===== src/rtl/ap_ctrl_arb_pkg.sv =====
// Shared types and helpers for the ap_ctrl_hs sharing arbiter.
package ap_ctrl_arb_pkg;

  typedef enum logic [1:0] {
    IDLE  = 2'd0,
    START = 2'd1,
    RUN   = 2'd2,
    DONE  = 2'd3
  } arb_state_e;

  function automatic int idx_w(input int n);
    return (n > 1) ? $clog2(n) : 1;
  endfunction

  // Counters up to 64 bits wide share one saturating incrementer; w is the live width.
  function automatic logic [63:0] sat_inc(input logic [63:0] v, input int w);
    logic [63:0] maxv;
    maxv = (w >= 64) ? {64{1'b1}} : ((64'd1 << w) - 64'd1);
    return (v >= maxv) ? maxv : v + 64'd1;
  endfunction

endpackage


===== src/rtl/ap_rr_pick.sv =====
// Combinational round-robin pick: first set request at or above ptr, wrapping.
module ap_rr_pick #(
  parameter int NUM_REQ = 4,
  parameter int IDX_W   = 2
) (
  input  logic [NUM_REQ-1:0] req,
  input  logic [IDX_W-1:0]   ptr,
  output logic               gnt_valid,
  output logic [IDX_W-1:0]   gnt_idx
);

  // Scan from the farthest offset down so the nearest request overwrites the rest.
  always_comb begin
    int                 idx;
    logic [IDX_W-1:0]   cand;
    gnt_valid = 1'b0;
    gnt_idx   = '0;
    idx       = 0;
    cand      = '0;
    for (int k = NUM_REQ - 1; k >= 0; k--) begin
      idx = int'(ptr) + k;
      if (idx >= NUM_REQ) idx = idx - NUM_REQ;
      cand = IDX_W'(idx);
      if (req[cand]) begin
        gnt_valid = 1'b1;
        gnt_idx   = cand;
      end
    end
  end

endmodule


===== src/rtl/ap_ctrl_arbiter.sv =====
// Shares one ap_ctrl_hs kernel between NUM_REQ requesters, one transaction at a time.
// Optional performance counters are built when AP_CTRL_ARB_PERF_EN is defined.
module ap_ctrl_arbiter
  import ap_ctrl_arb_pkg::*;
#(
  parameter int NUM_REQ = 4,
  parameter int CNT_W   = 32
) (
  input  logic                      ap_clk,
  input  logic                      ap_rst_n,
  input  logic [NUM_REQ-1:0]        req_valid,
  output logic [NUM_REQ-1:0]        req_ready,
  output logic [NUM_REQ-1:0]        req_done,
  output logic                      k_ap_start,
  input  logic                      k_ap_ready,
  input  logic                      k_ap_done,
  input  logic                      k_ap_idle,
  output logic [idx_w(NUM_REQ)-1:0] owner,
  output logic                      busy,
  output logic                      proto_err,
  output logic [CNT_W-1:0]          last_latency,
  output logic [CNT_W-1:0]          txn_count
);

  localparam int IDX_W = idx_w(NUM_REQ);

  arb_state_e       state_q, state_d;
  logic [IDX_W-1:0] owner_q, owner_d;
  logic [IDX_W-1:0] rr_ptr_q, rr_ptr_d;
  logic [IDX_W-1:0] owner_inc, pick_ptr, gnt_idx;
  logic             gnt_valid;
  logic             proto_err_q, proto_err_d;

  assign owner_inc = (owner_q == IDX_W'(NUM_REQ - 1)) ? '0 : owner_q + 1'b1;

  // In DONE the just-served requester drops to lowest priority before the pointer register updates.
  assign pick_ptr = (state_q == DONE) ? owner_inc : rr_ptr_q;

  ap_rr_pick #(
    .NUM_REQ (NUM_REQ),
    .IDX_W   (IDX_W)
  ) u_pick (
    .req       (req_valid),
    .ptr       (pick_ptr),
    .gnt_valid (gnt_valid),
    .gnt_idx   (gnt_idx)
  );

  always_comb begin
    state_d    = state_q;
    owner_d    = owner_q;
    rr_ptr_d   = rr_ptr_q;
    k_ap_start = 1'b0;
    req_ready  = '0;
    req_done   = '0;
    case (state_q)
      IDLE: begin
        if (gnt_valid) begin
          owner_d = gnt_idx;
          state_d = START;
        end
      end
      START: begin
        k_ap_start = 1'b1;
        if (k_ap_ready) begin
          req_ready[owner_q] = 1'b1;
          state_d = k_ap_done ? DONE : RUN;
        end
      end
      RUN: begin
        if (k_ap_done) state_d = DONE;
      end
      DONE: begin
        req_done[owner_q] = 1'b1;
        rr_ptr_d = owner_inc;
        if (gnt_valid) begin
          owner_d = gnt_idx;
          state_d = START;
        end else begin
          state_d = IDLE;
        end
      end
      default: state_d = IDLE;
    endcase
  end

  assign proto_err_d = proto_err_q | ((state_q == IDLE) & (k_ap_done | ~k_ap_idle));

  always_ff @(posedge ap_clk or negedge ap_rst_n) begin
    if (!ap_rst_n) begin
      state_q     <= IDLE;
      owner_q     <= '0;
      rr_ptr_q    <= '0;
      proto_err_q <= 1'b0;
    end else begin
      state_q     <= state_d;
      owner_q     <= owner_d;
      rr_ptr_q    <= rr_ptr_d;
      proto_err_q <= proto_err_d;
    end
  end

  assign owner     = owner_q;
  assign busy      = (state_q != IDLE);
  assign proto_err = proto_err_q;

`ifdef AP_CTRL_ARB_PERF_EN
  logic [CNT_W-1:0] cyc_q, cyc_d, lat_q, lat_d, txn_q, txn_d;

  // Latency counts every START/RUN cycle up to and including the ap_done cycle.
  always_comb begin
    cyc_d = cyc_q;
    lat_d = lat_q;
    txn_d = txn_q;
    if ((state_d == START) && (state_q != START)) begin
      cyc_d = '0;
    end else if ((state_q == START) || (state_q == RUN)) begin
      cyc_d = CNT_W'(sat_inc(64'(cyc_q), CNT_W));
    end
    if (state_q == DONE) begin
      lat_d = cyc_q;
      txn_d = CNT_W'(sat_inc(64'(txn_q), CNT_W));
    end
  end

  always_ff @(posedge ap_clk or negedge ap_rst_n) begin
    if (!ap_rst_n) begin
      cyc_q <= '0;
      lat_q <= '0;
      txn_q <= '0;
    end else begin
      cyc_q <= cyc_d;
      lat_q <= lat_d;
      txn_q <= txn_d;
    end
  end

  assign last_latency = lat_q;
  assign txn_count    = txn_q;
`else
  assign last_latency = '0;
  assign txn_count    = '0;
`endif

endmodule


===== config.mk =====
export PLATFORM = sky130hd
export DESIGN_NAME = ap_ctrl_arbiter
export DESIGN_NICKNAME = d
export VERILOG_FILES = /design/src/rtl/ap_ctrl_arb_pkg.sv /design/src/rtl/ap_rr_pick.sv /design/src/rtl/ap_ctrl_arbiter.sv
export SDC_FILE = /design/constraint.sdc
export NUM_CORES = 1
export LEC_CHECK = 0
export BUFFER_PORTS_ARGS = -buffer_cell sky130_fd_sc_hd__buf_2
export CAP_MARGIN = 20
export CORE_MARGIN = 2
export CORE_UTILIZATION = 42
export DETAILED_ROUTE_END_ITERATION = 8
export GPL_TIMING_DRIVEN = 0
export PLACE_DENSITY = 0.88
export SLEW_MARGIN = 15
export SYNTH_ARGS = -nofsm -noshare
export SYNTH_HDL_FRONTEND = slang
export SYNTH_SLANG_ARGS = --single-unit

===== constraint.sdc =====
create_clock -name ap_clk -period 2.95 [get_ports ap_clk]
set_input_delay 0.295 -clock ap_clk [delete_from_list [all_inputs] [get_ports ap_clk]]
set_output_delay 0.295 -clock ap_clk [all_outputs]
set_load 0.1 [all_outputs]

==> qor.yml <==
floorplanning:
  fp.coreArea_um2: 2430
  die_width_um: 54.4
  die_area_um2: 2960
  io_pins: 86
  die_h_um: 54.4
  start_util_pct: 43.9
  rows: 18
timing:
  clock.fmax_mhz: 522
  holdWs_ps: 416
  min_period_ps: 1910
  setup_viol: 0
  finalHoldViolCount: 0
  finalClockSkew_ps: 1.48
  finalCritPeriodShare_pct: 64.9
  drv_slew: 0
  rsz0062_at_grt: "false"
  fin_setup_tns_ps: 0
clock_network:
  root_buffer: "clkbuf_4"
  post-cts-setup-buffers: 0
  htreeDepth: 1
  cts_sinks: 7
  cts_tree: "built"
  cts_max_path_buffers: 2
  clock_latency_ps: 240
  holdBufCountCts: 1
  cts_buffers: 3
  cts_resized: 0
  cts.clk_slew.worst_paths_ps: 50
power:
  switching_share_pct: 70.1
  pwr-share-seq_pct: 12.6
  p_sw_mw: 1.04
  leakagePower_nw: 0.957
  p_int_mw: 0.444
  p_clk_share_pct: 5.4
  pwr-share-comb_pct: 82.0
  power.density_nw_per_um2: 1000
  ir_drop_uv: 639
drt:
  dr_total_vias: 883
  drtIter0Drc: 6
  drt_wl_total_um: 1710
  drtAntennaViolNets: 0
  met3_wirelength_um: 217
  via_per_inst: 3.53
  highest_layer: "met3"
  wl_met1_um: 603
  drc_errors: 0
  first_pass_iters: 4
  route.met2.wl_um: 887
  wl_per_cell_um: 6.83
grt:
  grt_use_total_pct: 10.9
  grt_max_degree: 11
  antenna_found_initial: 0
  grt_pass1_wl_um: 2400
  grt_pass1_vias: 624
  grt_overflow: 0
yosys:
  synthTopCellsByCount: "buf_4 (64), inv_1 (9), ha_1 (8)"
  synth_area_per_cell_um2: 8.15
  synthCells: 131
  synthArstFlopShare_pct: 100
  synth_area_leaders: "buf_4 (45%), dfrtp_1 (16%), ha_1 (9.4%)"
  netlist-cell-type-count: 33
  ys_seq_area_share_pct: 16.4
  yosysTopAreaCellShare_pct: 45.0
  synth.most_common_cell: "buf_4"
  synth_edf_count: 0
  syn_area_um2: 1070
  synth_area_leader_cell: "buf_4"
  yosysWarnings: 0
  ys.flop_type: "dfrtp_1"
  ys_seq_elements: 7
critical_path:
  cp_top_family: "buffers and inverters"
  cp-end-kind: "output port"
  crit_path_top_delay_cell: "buf_2"
  cp.arrival_ps: 1620
  start_kind: "flip-flop"
  crit_top_cell: "buf_2"
  critPathKind: "flip-flop to output port"
  cp_cell_sequence: "ha_1, buf_2, and2_2, buf_2"
  critical_path_buf_inv_count: 2
  cp_data_required_time_ps: 2650
  worstPathMaxFanout: 10
  reg2reg_slack_ps: 1200
  slowest_delay_ps: 410
hold_path:
  hold_path.class: "input pin to flip-flop"
finish:
  drive_gt1_share_pct: 42.7
  final_nets: 238
  areaGrowthSynthToFinish_pct: 38.9
  diodes: 0
  final_cell_area_um2: 1480
  nFillCells: 236
flow_run:
  maxCapViolations: 0
placement:
  place.port_buffers: 21
  dp_hpwl_um: 1570
  gp_congestion: 0.919
  placedInstanceArea_um2: 1450
outcome:
  status: "completed"
## stage by stage
step / total power, mW / worst slack, ps / cells / util [%]
after floorplan: 1.27 / 413 / 194 / -
after global placement: 1.39 / 1210 / 245 / 59.5
after detailed placement: 1.41 / 1190 / 245 / 59.5
after CTS: 1.49 / 1020 / 250 / 61.0
after global routing: 1.58 / 915 / 250 / 61.0
final: 1.48 / 1040 / 250 / 61.0
## final timing paths
check / start / end / cells after the start
setup / recovery: state_q[0]$_DFFE_PN0P_ / req_done[3] / 4
hold / removal: k_ap_idle / proto_err$_DFF_PN0_ / 3
setup reg to reg: owner[0]$_DFFE_PN0P_ / owner[1]$_DFFE_PN0P_ / 6
hold reg to reg: proto_err$_DFF_PN0_ / proto_err$_DFF_PN0_ / 1
max in group asynchronous: ap_rst_n / rr_ptr_q[0]$_DFF_PN0_ / 2
min in group asynchronous: ap_rst_n / state_q[0]$_DFFE_PN0P_ / 2
## logic make-up (layout without fill, tap and decap cells)
family | Yosys count | in the layout | synth area share (%)
flip-flops | 7 | 7 | 16.4
adder cells (fa/ha/maj) | 8 | 8 | 9.38
multiplexers | 1 | 1 | 0.938
AND/OR/NAND/NOR | 26 | 26 | 15.5
other | 1 | 64 | 0.351
buffers and inverters | 74 | 100 | 48.7
AO/OA/AOI/OAI | 14 | 14 | 8.79
## placed cells by master (no fill, tap or decap), drive strengths merged, types with 2 or more instances in the layout
cell type	netlist	routed
dfrtp	7	7
a31oi	2	2
ha	8	8
clkbuf	0	4
nand2b	2	2
o21ai	5	5
conb	1	64
nor2	3	3
buf	65	86
a211oi	2	2
and2	4	4
and3	4	4
inv	9	9
nand2	3	3
## worst register-to-register path: stages (launching register included)
cell	delay [ps]
dfrtp_1	440
inv_1	90
ha_1	350
nor3_2	150
a211oi_1	90
or4_1	410
o311ai_1	110
## power groups by stage
stage / clock [mW] / sequential, mW / combinational, mW
finish: 0.0798 / 0.188 / 1.22
global route: 0.0915 / 0.194 / 1.29
CTS: 0.0837 / 0.188 / 1.22
detailed placement: 0 / 0.190 / 1.22
global placement: 0 / 0.186 / 1.21
floorplan: 0 / 0.275 / 0.995
## cell type report
cell class	instances	area, µm²	share of cell area, %
Buffer	65	485	32.7
Clock buffer	4	26.3	1.77
Sequential cell	7	175	11.8
Multi-Input combinational cell	113	609	41.1
Tap cell	30	37.5	2.53
Inverter	9	33.8	2.28
Timing Repair Buffer	22	115	7.76
## state kept, by name (all words and copies together) (netlist names)
signal     count
state_q        2
proto_err      1
rr_ptr_q       2
owner          2
## layer usage
layer,vias to the layer above,track usage [%]
met5,-,0
met4,0,2.50
met3,0,2.46
met2,47,20.9
met1,357,12.0
li1,479,-
Note: power is estimated with default switching activity, not from simulation.
